`config.mk`:
```
export PLATFORM = sky130hd
export DESIGN_NAME = npc_btb
export DESIGN_NICKNAME = d
export VERILOG_FILES = /design/src/rtl/npc_pkg.sv /design/src/rtl/btb_table.sv /design/src/rtl/npc_btb.sv
export SDC_FILE = /design/constraint.sdc
export NUM_CORES = 2
export LEC_CHECK = 0
export ABC_AREA = 1
export CAP_MARGIN = 20
export CORE_UTILIZATION = 55
export CTS_BUF_LIST = sky130_fd_sc_hd__clkbuf_8
export CTS_CLUSTER_DIAMETER = 200
export DETAILED_ROUTE_END_ITERATION = 8
export DONT_BUFFER_PORTS = 1
export PLACE_DENSITY = 0.7
export SYNTH_ARGS = -nofsm -noshare
export SYNTH_HDL_FRONTEND = slang
export SYNTH_SLANG_ARGS = --single-unit
```
`constraint.sdc`:
```
create_clock -name clk -period 5.25 [get_ports clk]
set_clock_uncertainty 0.15 [all_clocks]
set_input_delay 0.7875 -clock clk [delete_from_list [all_inputs] [get_ports clk]]
set_output_delay 0.7875 -clock clk [all_outputs]
set_load 0.05 [all_outputs]
```
`src/rtl/npc_pkg.sv`:
```
// Shared types for the next-PC generator: 2-bit branch counters, BTB entry layout, PC step.
// Entry tag/target fields are XLEN wide; users zero-extend narrower tags into them.
package npc_pkg;

   localparam int XLEN    = 32;
   localparam int PC_STEP = 4;

   typedef enum logic [1:0] {
      CTR_SNT = 2'b00,
      CTR_WNT = 2'b01,
      CTR_WT  = 2'b10,
      CTR_ST  = 2'b11
   } ctr_t;

   typedef struct packed {
      logic            valid;
      logic [XLEN-1:0] tag;
      logic [XLEN-1:0] target;
      ctr_t            ctr;
   } btb_entry_t;

   function automatic ctr_t ctr_inc(input ctr_t c);
      return (c == CTR_ST) ? CTR_ST : ctr_t'(c + 2'd1);
   endfunction

   function automatic ctr_t ctr_dec(input ctr_t c);
      return (c == CTR_SNT) ? CTR_SNT : ctr_t'(c - 2'd1);
   endfunction

endpackage

```
`src/rtl/btb_table.sv`:
```
// Direct-mapped BTB: combinational read port, one synchronous update port per cycle.
// Reads return pre-update contents when both ports hit the same index in a cycle.
module btb_table
   import npc_pkg::*;
#(
   parameter int WIDTH = 32,
   parameter int DEPTH = 16,
   parameter int IDXW  = $clog2(DEPTH),
   parameter int TAGW  = WIDTH - IDXW - 2
) (
   input  logic             clk,
   input  logic             rst,
   input  logic [IDXW-1:0]  rd_idx,
   input  logic [TAGW-1:0]  rd_tag,
   output logic             rd_hit,
   output ctr_t             rd_ctr,
   output logic [WIDTH-1:0] rd_target,
   input  logic             wr_en,
   input  logic [IDXW-1:0]  wr_idx,
   input  logic [TAGW-1:0]  wr_tag,
   input  logic             wr_taken,
   input  logic [WIDTH-1:0] wr_target
);

   btb_entry_t mem [DEPTH];
   btb_entry_t rd_ent;
   logic       wr_hit;

   assign rd_ent    = mem[rd_idx];
   assign rd_hit    = rd_ent.valid && (rd_ent.tag == XLEN'(rd_tag));
   assign rd_ctr    = rd_ent.ctr;
   assign rd_target = rd_ent.target[WIDTH-1:0];

   assign wr_hit = mem[wr_idx].valid && (mem[wr_idx].tag == XLEN'(wr_tag));

   always_ff @(posedge clk) begin
      if (rst) begin
         for (int i = 0; i < DEPTH; i++) begin
            mem[i] <= '0;
         end
      end else if (wr_en) begin
         if (wr_taken) begin
            if (wr_hit) begin
               mem[wr_idx].target <= XLEN'(wr_target);
               mem[wr_idx].ctr    <= ctr_inc(mem[wr_idx].ctr);
            end else begin
               // A taken miss evicts whatever aliased into this slot.
               mem[wr_idx] <= '{valid: 1'b1, tag: XLEN'(wr_tag),
                                target: XLEN'(wr_target), ctr: CTR_WT};
            end
         end else if (wr_hit) begin
            mem[wr_idx].ctr <= ctr_dec(mem[wr_idx].ctr);
         end
      end
   end

endmodule

```
`src/rtl/npc_btb.sv`:
```
// Fetch PC register with BTB prediction (0-cycle) and EX-driven redirect (1 edge after flush).
// stall holds pc, but a mispredict redirect always wins over stall.
module npc_btb
   import npc_pkg::*;
#(
   parameter int               WIDTH     = 32,
   parameter int               BTB_DEPTH = 16,
   parameter logic [WIDTH-1:0] RESET_PC  = WIDTH'(32'h0000_3000)
) (
   input  logic             clk,
   input  logic             rst,
   input  logic             stall,
   input  logic             res_valid,
   input  logic [WIDTH-1:0] res_pc,
   input  logic             res_taken,
   input  logic [WIDTH-1:0] res_target,
   input  logic             res_pred_taken,
   input  logic [WIDTH-1:0] res_pred_target,
   output logic [WIDTH-1:0] pc,
   output logic             pred_taken,
   output logic [WIDTH-1:0] pred_target,
   output logic             flush
);

   localparam int IDXW = $clog2(BTB_DEPTH);

   logic             hit;
   ctr_t             ctr;
   logic [WIDTH-1:0] btb_target;
   logic             mis;
   logic [WIDTH-1:0] pc_next;

   btb_table #(
      .WIDTH (WIDTH),
      .DEPTH (BTB_DEPTH)
   ) u_btb (
      .clk       (clk),
      .rst       (rst),
      .rd_idx    (pc[IDXW+1:2]),
      .rd_tag    (pc[WIDTH-1:IDXW+2]),
      .rd_hit    (hit),
      .rd_ctr    (ctr),
      .rd_target (btb_target),
      .wr_en     (res_valid),
      .wr_idx    (res_pc[IDXW+1:2]),
      .wr_tag    (res_pc[WIDTH-1:IDXW+2]),
      .wr_taken  (res_taken),
      .wr_target (res_target)
   );

   assign pred_taken  = hit && (ctr == CTR_WT || ctr == CTR_ST);
   assign pred_target = pred_taken ? btb_target : '0;

   assign mis   = res_valid && ((res_taken != res_pred_taken) ||
                                (res_taken && (res_target != res_pred_target)));
   assign flush = mis;

   always_comb begin
      pc_next = pc + WIDTH'(PC_STEP);
      if (mis) begin
         pc_next = res_taken ? res_target : res_pc + WIDTH'(PC_STEP);
      end else if (stall) begin
         pc_next = pc;
      end else if (pred_taken) begin
         pc_next = pred_target;
      end
   end

   always_ff @(posedge clk) begin
      if (rst) begin
         pc <= RESET_PC;
      end else begin
         pc <= pc_next;
      end
   end

endmodule

```
==> summary.txt <==
Timing
  • Fin crit share: 98.7%
  • Slew HR: 17.9%
  • Hold slack: 26.6 ps
  • Setup TNS: 0 ps
  • Final setup violation count: 0
  • Final Worst Setup Slack: 66.0 ps
  • Final hold vios: 0
  • Slew Limit Fails: 0
  • Tightest Pin Transition: 1230 ps
  • Max Clk Rate: 193 MHz
  • Final min period: 5180 ps

Yosys
  • Mean Syn Cell Area: 8.34 sq um
  • Post-synth EDFFs: 960
  • Yosys warning total: 0
  • Ys flop type: edfxtp_1
  • Mapped Nets: 6,641
  • Post-synth design cell area: 54,500 sq um
  • Mapped Cells: 6,534
  • Netlist cell types: 48
  • Sequential area share after synthesis: 54.8%
  • Synth async-reset ratio: 0%
  • Flip-flop and latch count after synthesis: 1,012

Clocking
  • Reg clk slew, reported paths: 70 ps
  • Root buffer cell: clkbuf_8
  • H-Tree Depth: 4
  • Clock Sinks: 1,012
  • Worst skew pair latency: 920 ps
  • CTS tree: yes
  • Cts bufs inserted: 171
  • CTS Buffer Depth: 3

Layout
  • Post-route cell area: 59,700 sq um
  • Area growth syn-to-layout: 9.57%
  • Nets@finish: 6,571
  • Share of cells above drive strength 1: 8.13%
  • Layout Cells excl Fill: 7,882
  • Final Util: 60.7%
  • Leading cell types in the layout, fill and taps excluded: 1,505 x nor2_1, 1,367 x nand2_1, 960 x edfxtp_1
  • Most common cell after layout, fill and taps aside: nor2_1

Drt
  • Routed length on met2: 86.0 mm
  • Drt via density: 6.33
  • Vias: 49,866
  • Top Layer Used: met5
  • Final wirelength: 209 mm
  • Metal-1 WL: 76.0 mm
  • Antenna viol nets, final: 0
  • Drt pass-1 iters: 7
  • WL met3: 35.5 mm
  • DRC Markers: 0
  • Drt initial violations: 8,033
  • Avg WL per Cell: 26.5 um

Global route
  • Vias in the first global route: 45,668
  • Largest net degree at the start of global routing: 328
  • All-layer global routing usage: 41.1%
  • Antenna violations before repair: 8
  • Global-route wire length before repair: 298 mm
  • GR Overflow Total: 0

Place
  • Placed cell count: 7,558
  • Detailed Place HPWL: 128 mm
  • Gp weighted congestion: 1.07
  • PortBufs: 0
  • DP Worst Slack: 758 ps
  • Area after DPL: 56,200 sq um

Power
  • Cell Pwr Density: 324 nW/um^2
  • Pint: 13.4 mW
  • Static leakage: 24.5 nW
  • Logic gate share of total power: 16.4%
  • Switching share of power: 30.9%
  • Pwr Total: 19.3 mW
  • Net Switching: 5.98 mW
  • Clock network power share: 34.4%
  • Maximum vdd drop: 243 uV
  • Seq pwr share: 49.2%

Setup path
  • Crit start category: register
  • Worst EP required: 4310 ps
  • CP Capture Type: output pin
  • Maximum fanout along the worst path: 60
  • CP Class: register to output pin
  • Arr. time, crit path: 4250 ps

Die
  • Core area: 98,300 sq um
  • Initial Util: 55.4%
  • Row count: 115
  • Die Wd: 317 um
  • Total I/O pin count: 168
  • Die area: 100,000 sq um
  • Die height: 317 um

Run
  • # Max-Cap Violations: 0

Status
  • Status: complete, no violations

Worst hold path
  • Worst min-delay path class: input pin to register
-- kinds of logic after synthesis --
| kind of cell | after synthesis | share of synthesized area (%) |
|---|---|---|
| DFF | 1012 | 54.8 |
| buffers and inverters | 1046 | 8.06 |
| adders and majority gates | 5 | 0.115 |
| and+or+nand+nor | 3496 | 25.9 |
| AOI/OAI and AO/OA | 916 | 10.2 |
| xor gates and xnor gates | 59 | 0.949 |
-- power groups by stage --
stage | clock network (mW) | registers (mW) | logic [mW]
CTS | 6.63 | 9.50 | 3.03
global placement | 0 | 9.65 | 2.94
global route | 6.98 | 9.54 | 3.37
detailed placement | 0 | 9.67 | 2.97
finish | 6.66 | 9.51 | 3.18
floorplan | 0 | 9.61 | 1.96
-- routing by layer --
| layer | global-route usage, % | up-vias |
|---|---|---|
| li1 | - | 21527 |
| met1 | 55.7 | 23455 |
| met2 | 57.9 | 4164 |
| met3 | 15.0 | 708 |
| met4 | 21.0 | 12 |
| met5 | 0 | - |
-- worst paths after layout --
path	slack, ps	to	cells after the start	startpoint
worst max-delay path	70	pred_target[18]	19	register
worst max register to register	1020	pc[0]	21	register
worst min register to register	310	u_btb.mem[3][60]	2	u_btb.mem[3][60]
worst min-delay path	30	pc[0]	4	res_taken
-- critical path, cell delays in order (launching register included) --
cell and delay [ps]:
dfxtp_4 370, buf_4 190, buf_12 130, bufbuf_16 400, nor2_1 70, nor2_1 80, o21ai_0 80, nand3_1 70
nand3_1 170, nand3_1 290, nand2_1 110, inv_1 70, nand2_1 50, nor2_1 120, nand2_1 70, nor2_2 110
buf_4 280, nand3_1 270, inv_2 230, buf_12 160
-- synth_stat cells (5+ instances only) --
cell	number	area, sq um
nor2_1	1511	5670
nand2_1	1403	5270
edfxtp_1	960	28800
inv_1	516	1940
nand3_1	487	2440
o21ai_0	433	2170
clkbuf_1	239	897
o211ai_1	194	1460
buf_2	126	631
a21oi_1	113	566
o221ai_1	85	744
dfxtp_1	52	1040
xor2_1	52	455
buf_1	50	188
buf_4	47	353
clkinv_1	45	169
o22ai_1	43	269
nor3_1	27	135
nand4_1	19	119
o21ai_1	18	90.1
buf_6	14	158
or2_2	11	68.8
a21oi_2	10	87.6
nand2_8	9	180
nand2_2	7	43.8
xnor2_1	7	61.3
ha_1	5	62.6
inv_2	5	18.8
nand3b_1	5	37.5
nor4_1	5	31.3
-- state kept, by name, summed over array words and instances, names as in the netlist, named ones only --
| signal | flops |
|---|---|
| pc | 32 |
| u_btb.mem | 976 |
-- what timing repair did --
action,CTS,global route
resized for setup,4,19
setup endpoints to repair,18,26
setup buffers,6,0
hold buffers,10,0
cloned,2,1
endpoints found under the hold margin,32,0
-- layout make-up --
| cell class | instances | area [sq um] |
|---|---|---|
| well taps | 1287 | 1610 |
| clock inverters | 126 | 671 |
| inverters | 569 | 2190 |
| fillers | 8488 | 38600 |
| diodes | 3 | 7.51 |
| repair buffers | 234 | 2550 |
| multi-input cells | 4476 | 20400 |
| flip-flops and latches | 1012 | 29900 |
| clock buffers | 175 | 2410 |
Note: power is estimated with default switching activity, not from simulation.
